**src/rtl/pc_sequencer_pkg.sv**
```systemverilog
// Shared definitions for the program-counter sequencer: FSM state encoding
// and the default instruction-address width.
package pc_sequencer_pkg;

  localparam int PC_WIDTH_DEF = 8;

  typedef enum logic {
    RUN  = 1'b0,
    HALT = 1'b1
  } seq_state_t;

endpackage

```
**src/rtl/pc_sequencer_if.sv**
```systemverilog
// Decoder-to-sequencer bundle: requests in, PC and stack status out.
interface pc_sequencer_if
  import pc_sequencer_pkg::*;
#(
  parameter int PC_WIDTH    = PC_WIDTH_DEF,
  parameter int STACK_DEPTH = 8
) ();

  localparam int DW = $clog2(STACK_DEPTH + 1);

  logic                en;
  logic                jmp;
  logic                cal;
  logic                ret;
  logic [PC_WIDTH-1:0] jmp_addr;
  logic                clr_err;
  logic [PC_WIDTH-1:0] instr_addr;
  logic [DW-1:0]       depth;
  logic                full;
  logic                empty;
  logic                overflow_err;
  logic                underflow_err;
  logic                halted;

  // Decoder side: issues requests, observes PC and status.
  modport master (
    output en, jmp, cal, ret, jmp_addr, clr_err,
    input  instr_addr, depth, full, empty, overflow_err, underflow_err, halted
  );

  // Sequencer side.
  modport slave (
    input  en, jmp, cal, ret, jmp_addr, clr_err,
    output instr_addr, depth, full, empty, overflow_err, underflow_err, halted
  );

endinterface

```
**src/rtl/pc_sequencer_ret_stack.sv**
```systemverilog
// Return-address LIFO. Occupancy counter is the only reset state; the
// storage array is never reset because an entry is only read after a push.
// flush empties the stack in one edge; push and pop are never both honoured.
module ret_stack #(
  parameter int PC_WIDTH    = 8,
  parameter int STACK_DEPTH = 8,
  localparam int DW = $clog2(STACK_DEPTH + 1),
  localparam int AW = $clog2(STACK_DEPTH)
) (
  input  logic                clk,
  input  logic                rst,
  input  logic                push,
  input  logic                pop,
  input  logic                flush,
  input  logic [PC_WIDTH-1:0] push_data,
  output logic [PC_WIDTH-1:0] top,
  output logic [DW-1:0]       depth
);

  logic [PC_WIDTH-1:0] mem [STACK_DEPTH];
  logic [DW-1:0]       cnt;
  logic [AW-1:0]       ptr;

  // ptr indexes the most recent entry; top is a pure read of it.
  assign ptr   = AW'(cnt - DW'(1));
  assign top   = mem[ptr];
  assign depth = cnt;

  // Occupancy: flush wins, then push, then pop.
  always_ff @(posedge clk or negedge rst) begin
    if (!rst) begin
      cnt <= '0;
    end else if (flush) begin
      cnt <= '0;
    end else if (push) begin
      cnt <= cnt + DW'(1);
    end else if (pop) begin
      cnt <= cnt - DW'(1);
    end
  end

  // Storage write at the slot just above the current top.
  always_ff @(posedge clk) begin
    if (push && !flush) begin
      mem[cnt[AW-1:0]] <= push_data;
    end
  end

endmodule

```
**src/rtl/pc_sequencer.sv**
```systemverilog
// Program-counter sequencer: increments, jumps, calls and returns with a
// bounded return stack. Overflow/underflow park the FSM in HALT until the
// decoder clears the error, which also restarts from RESET_ADDR.
module pc_sequencer
  import pc_sequencer_pkg::*;
#(
  parameter int                  PC_WIDTH    = PC_WIDTH_DEF,
  parameter int                  STACK_DEPTH = 8,
  parameter logic [PC_WIDTH-1:0] RESET_ADDR  = '0,
  localparam int DW = $clog2(STACK_DEPTH + 1)
) (
  input  logic               clk,
  input  logic               rst,
  pc_sequencer_if.slave      bus
);

  seq_state_t          state;
  logic [PC_WIDTH-1:0] pc;
  logic                ovf;
  logic                unf;

  logic                push;
  logic                pop;
  logic                flush;
  logic [PC_WIDTH-1:0] top;
  logic [DW-1:0]       depth;
  logic                full;
  logic                empty;

  assign full  = (depth == DW'(STACK_DEPTH));
  assign empty = (depth == '0);

  // Stack commands, mirroring the priority used by the FSM below.
  always_comb begin
    push  = 1'b0;
    pop   = 1'b0;
    flush = 1'b0;
    if (bus.en) begin
      if (state == RUN) begin
        if (bus.ret) begin
          pop = !empty;
        end else if (bus.cal) begin
          push = !full;
        end
      end else if (bus.clr_err) begin
        flush = 1'b1;
      end
    end
  end

  ret_stack #(
    .PC_WIDTH    (PC_WIDTH),
    .STACK_DEPTH (STACK_DEPTH)
  ) u_stack (
    .clk       (clk),
    .rst       (rst),
    .push      (push),
    .pop       (pop),
    .flush     (flush),
    .push_data (pc + PC_WIDTH'(1)),
    .top       (top),
    .depth     (depth)
  );

  // Sequencer FSM: next PC, error flags and RUN/HALT, all held while en=0.
  always_ff @(posedge clk or negedge rst) begin
    if (!rst) begin
      state <= RUN;
      pc    <= RESET_ADDR;
      ovf   <= 1'b0;
      unf   <= 1'b0;
    end else if (bus.en) begin
      case (state)
        RUN: begin
          if (bus.ret) begin
            if (empty) begin
              unf   <= 1'b1;
              state <= HALT;
            end else begin
              pc <= top;
            end
          end else if (bus.cal) begin
            if (full) begin
              ovf   <= 1'b1;
              state <= HALT;
            end else begin
              pc <= bus.jmp_addr;
            end
          end else if (bus.jmp) begin
            pc <= bus.jmp_addr;
          end else begin
            pc <= pc + PC_WIDTH'(1);
          end
        end
        HALT: begin
          if (bus.clr_err) begin
            state <= RUN;
            pc    <= RESET_ADDR;
            ovf   <= 1'b0;
            unf   <= 1'b0;
          end
        end
        default: state <= RUN;
      endcase
    end
  end

  assign bus.instr_addr    = pc;
  assign bus.depth         = depth;
  assign bus.full          = full;
  assign bus.empty         = empty;
  assign bus.overflow_err  = ovf;
  assign bus.underflow_err = unf;
  assign bus.halted        = (state == HALT);

endmodule

```
**src/flat_wrapper.sv**
```systemverilog
// flat-port wrapper written by rule: the top's interface ports become plain ports
module pc_sequencer_flat import pc_sequencer_pkg::*;
#(
  parameter int                  PC_WIDTH    = PC_WIDTH_DEF,
  parameter int                  STACK_DEPTH = 8,
  parameter logic [PC_WIDTH-1:0] RESET_ADDR  = '0,
  localparam int DW = $clog2(STACK_DEPTH + 1)
)
  (clk, rst, bus_en, bus_jmp, bus_cal, bus_ret, bus_jmp_addr, bus_clr_err, bus_instr_addr, bus_depth, bus_full, bus_empty, bus_overflow_err, bus_underflow_err, bus_halted);
  pc_sequencer_if #(.PC_WIDTH(PC_WIDTH), .STACK_DEPTH(STACK_DEPTH)) bus_i ();
  input  logic clk;
  input  logic rst;
  input wire logic [$bits(bus_i.en)-1:0] bus_en;
  input wire logic [$bits(bus_i.jmp)-1:0] bus_jmp;
  input wire logic [$bits(bus_i.cal)-1:0] bus_cal;
  input wire logic [$bits(bus_i.ret)-1:0] bus_ret;
  input wire logic [$bits(bus_i.jmp_addr)-1:0] bus_jmp_addr;
  input wire logic [$bits(bus_i.clr_err)-1:0] bus_clr_err;
  output wire logic [$bits(bus_i.instr_addr)-1:0] bus_instr_addr;
  output wire logic [$bits(bus_i.depth)-1:0] bus_depth;
  output wire logic [$bits(bus_i.full)-1:0] bus_full;
  output wire logic [$bits(bus_i.empty)-1:0] bus_empty;
  output wire logic [$bits(bus_i.overflow_err)-1:0] bus_overflow_err;
  output wire logic [$bits(bus_i.underflow_err)-1:0] bus_underflow_err;
  output wire logic [$bits(bus_i.halted)-1:0] bus_halted;
  assign bus_i.en = bus_en;
  assign bus_i.jmp = bus_jmp;
  assign bus_i.cal = bus_cal;
  assign bus_i.ret = bus_ret;
  assign bus_i.jmp_addr = bus_jmp_addr;
  assign bus_i.clr_err = bus_clr_err;
  assign bus_instr_addr = bus_i.instr_addr;
  assign bus_depth = bus_i.depth;
  assign bus_full = bus_i.full;
  assign bus_empty = bus_i.empty;
  assign bus_overflow_err = bus_i.overflow_err;
  assign bus_underflow_err = bus_i.underflow_err;
  assign bus_halted = bus_i.halted;
  pc_sequencer #(.PC_WIDTH(PC_WIDTH), .STACK_DEPTH(STACK_DEPTH), .RESET_ADDR(RESET_ADDR)) u_core (.clk(clk), .rst(rst), .bus(bus_i));
endmodule
```
**config.mk**
```make
export PLATFORM = sky130hd
export DESIGN_NAME = pc_sequencer_flat
export DESIGN_NICKNAME = d
export VERILOG_FILES = /design/src/rtl/pc_sequencer_pkg.sv /design/src/rtl/pc_sequencer_if.sv /design/src/rtl/pc_sequencer_ret_stack.sv /design/src/rtl/pc_sequencer.sv /design/src/flat_wrapper.sv
export SDC_FILE = /design/constraint.sdc
export NUM_CORES = 1
export LEC_CHECK = 0
export ABC_CLOCK_PERIOD_IN_PS = 6200
export BUFFER_PORTS_ARGS = -buffer_cell sky130_fd_sc_hd__buf_2
export CAP_MARGIN = 20
export CORE_UTILIZATION = 35
export DETAILED_ROUTE_END_ITERATION = 10
export MAX_ROUTING_LAYER = met4
export SKIP_CTS_REPAIR_TIMING = 1
export SYNTH_ARGS = -nofsm -noshare
export SYNTH_HDL_FRONTEND = slang
export SYNTH_HIERARCHICAL = 1
export SYNTH_SLANG_ARGS = --single-unit
```
**constraint.sdc**
```tcl
create_clock -name clk -period 6.2 [get_ports clk]
set_input_delay 0.62 -clock clk [delete_from_list [all_inputs] [get_ports clk]]
set_output_delay 0.62 -clock clk [all_outputs]
set_load 0.01 [all_outputs]
```
Word level (Yosys, flattened, before mapping). Memories as Yosys holds them, arrays and structs flattened. Index checks and enable logic that the tools add are counted.

Equal/unequal tests: 9. Bitwise gates (word level): 1. Add/sub/neg operators: 3. Reduce and logical (&&, ||, !) cells: 9. Muxes and demuxes: 36.

Operator list (count): 8-bit 2-to-1 mux (6); 1-bit 2-to-1 mux (23); 8-bit one-hot mux with 2 select lines (1); 4-bit 2-to-1 mux (3); 8-bit by 1-bit adder with 8-bit output (second input constant) (1); 2-bit inequality test (second input constant) (4); 4-bit AND reduction (2); 1-bit one-hot mux with 2 select lines (3); 5-bit AND reduction (1); 4-bit by 1-bit adder with 4-bit output (second input constant) (1); 4-bit equality test (second input constant) (1); 4-bit zero test (1); 2-bit by 1-bit inequality test with 1-bit output (second input constant) (2); 4-bit inequality test (second input constant) (1); 4-bit by 1-bit subtractor with 4-bit output (second input constant) (1); 1-bit zero test (3); 3-bit inequality test (second input constant) (1); 3-bit nonzero test (1); 1-bit logical AND (1); 1-bit NOT (1).

Flip-flop bits (word level): 15. Bits in writable memories: 64. Memories kept: 1. Output and inout bits: 17. Bits of input ports: 15. Word-level logic and storage cells: 64.

Memories: u_core.u_stack.mem (depth 8, width 8, read ports 1, clocked after memory_dff 0, write ports 1, line pc_sequencer_ret_stack.sv:20) `logic [PC_WIDTH-1:0] mem [STACK_DEPTH];`.

Longest topological paths before layout.
Word-level depth: 9. Gate-level depth with buffers: 12. Mapped depth without buffers: 8.

Modules after synthesis. The synthesis kept the hierarchy.

Modules (own cells, without submodules): ret_stack (instances 1, cells each 136, area an instance 2776.4 um^2, seq. area each 2021.9 um^2); pc_sequencer (instances 1, cells each 101, area an instance 859.6 um^2, seq. area each 275.3 um^2).

Worst setup path before layout. Ideal clock, no wire load.

Path type: reg2reg. From: register u_core.u_stack.cnt[0] (netlist: u_core/u_stack/depth[0]). To: register u_core.pc[7] (netlist: u_core/bus.instr_addr[7]). Clock period less this slack: 2.699 ns. Cell stages (with the launch flop): 12. Data arrival time: 2.575 ns. Buffers on the path: 4. Setup time: 0.124 ns. Setup slack: 3.501 ns. Required time: 6.076 ns. Cells stage by stage: dfrtp_1 > buf_6 > buf_6 > inv_1 > ha_1 > buf_2 > buf_2 > mux4_2 > mux2_4 > nand2_1 > o221ai_1 > a211o_1.

Cells in the longest elaborated chain, start to end: 5. Elaborated cells between the ends (all ways): 10. Those cells by class: add/sub: 1; eq/ne: 3; mux: 3; reduce/logical: 2; memory: 1.

RTL lines: start, declared (line pc_sequencer_ret_stack.sv:21) `logic [DW-1:0] cnt;`; start signal, assigned (line pc_sequencer_ret_stack.sv:36) `cnt <= cnt + DW'(1);`; start signal, assigned (line pc_sequencer_ret_stack.sv:38) `cnt <= cnt - DW'(1);`; 4-bit by 1-bit subtractor with 4-bit output (line pc_sequencer_ret_stack.sv:25) `assign ptr = AW'(cnt - DW'(1));`; memory read 8 x 8 bit; named net u_core.top[7] (line pc_sequencer.sv:25) `logic [PC_WIDTH-1:0] top;`; 8-bit 2-to-1 mux (line pc_sequencer.sv:76) `if (empty) begin`; 8-bit 2-to-1 mux (line pc_sequencer.sv:75) `if (bus.ret) begin`; 8-bit one-hot mux with 2 select lines (line pc_sequencer.sv:73) `case (state)`; end signal, assigned (line pc_sequencer.sv:80) `pc <= top;`; end signal, assigned (line pc_sequencer.sv:87) `pc <= bus.jmp_addr;`; end signal, assigned (line pc_sequencer.sv:90) `pc <= bus.jmp_addr;`; end, declared (line pc_sequencer.sv:18) `logic [PC_WIDTH-1:0] pc;`.

The timed path passes the listed nets, and every way through them passes these cells. The select of a mux whose other input is x is not followed. A chain may end at the register's enable or synchronous reset.

Worst setup path in the final report.
From: register u_core.u_stack.cnt[0] (netlist: u_core/u_stack/depth[0]). To: memory u_core.u_stack.mem[3][5], enable pin.

Cells in the longest elaborated chain, start to end: 9.

RTL lines: 4-bit equality test (line pc_sequencer.sv:30) `assign full = (depth == DW'(STACK_DEPTH));`; 1-bit zero test (line pc_sequencer.sv:43) `push = !full;`; 1-bit 2-to-1 mux (line pc_sequencer.sv:42) `end else if (bus.cal) begin`; 1-bit 2-to-1 mux (line pc_sequencer.sv:40) `if (bus.ret) begin`; 1-bit 2-to-1 mux (line pc_sequencer.sv:39) `if (state == RUN) begin`; 1-bit 2-to-1 mux (line pc_sequencer.sv:38) `if (bus.en) begin`; named net u_core.push (line pc_sequencer.sv:22) `logic push;`; 1-bit logical AND (line pc_sequencer_ret_stack.sv:44) `if (push && !flush) begin`; 1-bit 2-to-1 mux (line pc_sequencer_ret_stack.sv:44); 1-bit 2-to-1 mux (implied by the code) (line pc_sequencer_ret_stack.sv:45) `mem[cnt[AW-1:0]] <= push_data;`; end, declared (line pc_sequencer_ret_stack.sv:20).

The timed path passes the listed nets, and every way through them passes these cells.

==> flow_summary.toml <==
[synth]
ys_warn_count = 6
syn_avg_cell_area_sq_um = 15.3
synth_area_leaders = "edfxtp_1, dfrtp_1, mux4_2"
synth_common_cells = "edfxtp_1, nand2_1, mux4_2, dfrtp_1, nor2_1"
synthFlopType = "edfxtp_1"
synth_area_leader_cell = "edfxtp_1"
async_flop_share_pct = 19.0
syn-num-nets = 255
yosysMostFrequentCell = "edfxtp_1"
synth_seq_cells = 79
netlist_instances = 237
syn_area_sq_um = 3640
synth-edff-count = 64
yosysSeqAreaShare_pct = 63.2
synthDistinctLibCells = 43
synth_top_area_share_pct = 52.9

[layout]
fill_cells = 958
antennaDiodeCount = 0
layout-drive-gt1-share_pct = 30.3
nets = 290
synthToLayoutAreaGrowth_pct = 13.2

[global_route]
antenna_found_initial = 0
grt_usage_pct = 14.6
grt_overflow = 0
grt_pass1_vias = 2070
grt_pass1_wl_microns = 11400
grt_max_degree = 28

[critical_path]
r2r-end = "u_core/u_stack/mem[3][5]$_DFFE_PP_"
crit_buf_inv = 1
r2r_start = "u_core/u_stack/depth[0]$_DFFE_PN0P_"
path_cells = "buf_4, nor4b_4, nor3b_1, nand2_1, nor3_1"
worst_path_dominant_cell_family = "simple AND/OR/NAND/NOR gates"
regToRegSetupSlack_ns = 3.08
worst_setup_path_start_kind = "register"
max_stage_delay_ns = 0.85
slowest_stage = "nor3_1"
cp.arrival_ns = 3.10
path_class = "register to register"
r2r_cells = 5
end_kind = "register"
path_max_fanout = 27
cp-startpoint = "u_core/u_stack/depth[0]$_DFFE_PN0P_"
critPathRequiredTime_ns = 6.18

[sta]
finalCriticalPeriod_ns = 3.12
max-slew-margin-rel_pct = 18.2
maxSlewViolCount = 0
worst_pin_slew_ns = 1.23
rsz0062_at_grt = "no"
fmax_mhz = 320
hold_viol_final = 0
fin_crit_sh_pct = 50.4
hold_slack_ns = 0.174
clock_skew_ns = 0.00655
finalSetupTns_ns = 0
setup_violations = 0

[route]
drtPass1Iterations = 5
wl_per_cell_microns = 18.3
num_vias = 2123
viasPerCell = 5.18
ant_nets = 0
dr.first_iter.drc_count = 106
postRouteWirelength_microns = 7490
drc = 0

[cts]
cts.sinks = 79
clock_latency_ns = 0.35
cts-htree-levels = 3
cts_buffers = 9
cts_tree = "done"
cts_max_path_buffers = 2
clk_pin_slew_worst_paths_ns = 0.09
clock-root-buffer = "clkbuf_8"

[floorplan]
die_w_microns = 104
core_area_sq_um = 9910
start_util_pct = 36.7
io_pins = 32
fp.dieH_microns = 104
fp-row-count = 36
dieArea_sq_um = 10800

[min_path]
hold_class = "input port to asynchronous set/reset pin"

[placed_design]
dp_hpwl_microns = 5120
routabilityCongestion = 0.777
io_buffers = 31

[run_status]
outcome = "completed"

[run]
max_cap_viol_count = 0

[power]
cellLeakagePower_nw = 1.48
total_power_mw = 1.87
irDropWorstVdd_mv = 0.205
powerDensity_nw_per_um2 = 455
cell usage in the layout (no fill, tap or decap), drive strengths merged, types with 8 or more instances in the layout:
cell    instances
clkbuf         10
dfrtp          15
inv            12
o21ai           8
buf            34
mux2            9
edfxtp         64
mux4           16
nor2           14
nor3            8
nand2          21
cells by family (layout without fill, tap and decap cells):
logic type	count (synthesis)	count (layout)	synth area share, %
DFF	79	79	63.2
and+or+nand+nor	73	73	11.1
muxes	31	31	14.6
AOI/OAI and AO/OA	26	26	5.13
buffers and inverters	18	58	3.10
xor gates and xnor gates	7	7	1.89
adders and majority gates	3	3	1.03
worst reg2reg max path, stage by stage (launching register included):
cell	delay, ns
dfrtp_1	0.33
buf_4	0.41
nor4b_4	0.13
nor3b_1	0.84
nand2_1	0.19
nor3_1	0.85
worst max-delay path by stage:
stage,endpoint,slack [ns],depth (start not counted)
after global routing,u_core/u_stack/mem[0][1]$_DFFE_PP_,2.84,5
after CTS,u_core/u_stack/mem[6][4]$_DFFE_PP_,2.89,5
after detailed placement,u_core/u_stack/mem[6][3]$_DFFE_PP_,2.67,5
final,u_core/u_stack/mem[3][5]$_DFFE_PP_,3.08,5
after global placement,u_core/u_stack/mem[6][1]$_DFFE_PP_,2.78,5
after floorplan,u_core/bus.instr_addr[7]$_DFFE_PN0P_,3.50,11
where the power goes:
part	switching [mW]	leakage [nW]	internal, mW
sequential	0.0717	0.772	0.683
combinational	0.397	0.605	0.323
clock	0.204	0.103	0.194
total	0.672	1.48	1.20
layout make-up:
type / instances / area (sq um) / share of cell area [%]
Clock inverter: 7 / 83.8 / 2.04
Multi-Input combinational cell: 140 / 1240 / 30.1
Timing Repair Buffer: 35 / 180 / 4.38
Tap cell: 133 / 166 / 4.04
Sequential cell: 79 / 2300 / 55.8
Clock buffer: 9 / 124 / 3.01
Inverter: 7 / 26.3 / 0.638
state kept, by name (all words and copies together) (netlist names):
name                      cells
u_core/u_stack/mem           64
u_core/bus.instr_addr         8
u_core/u_stack/depth          4
u_core/bus.halted             1
u_core/bus.overflow_err       1
u_core/bus.underflow_err      1
stage by stage:
stage               utilization [%]  cells  worst slack, ns  instance area [sq um]
finish                         41.5    410             3.08                   4120
global route                   41.5    410             2.84                   4120
CTS                            41.4    407             2.89                   4100
detailed placement             39.3    391             2.67                   3890
global placement               39.3    391             2.78                   3890
floorplan                         -    237             3.50                   3640
routing by layer:
metal,share of wire [%],GRT usage [%],up-vias
li1,-,-,984
met1,45,19.3,1091
met2,50,22.6,44
met3,4.0,3.63,4
met4,0.76,3.67,0
met5,0,-,-
Note: power is estimated with default switching activity, not from simulation.
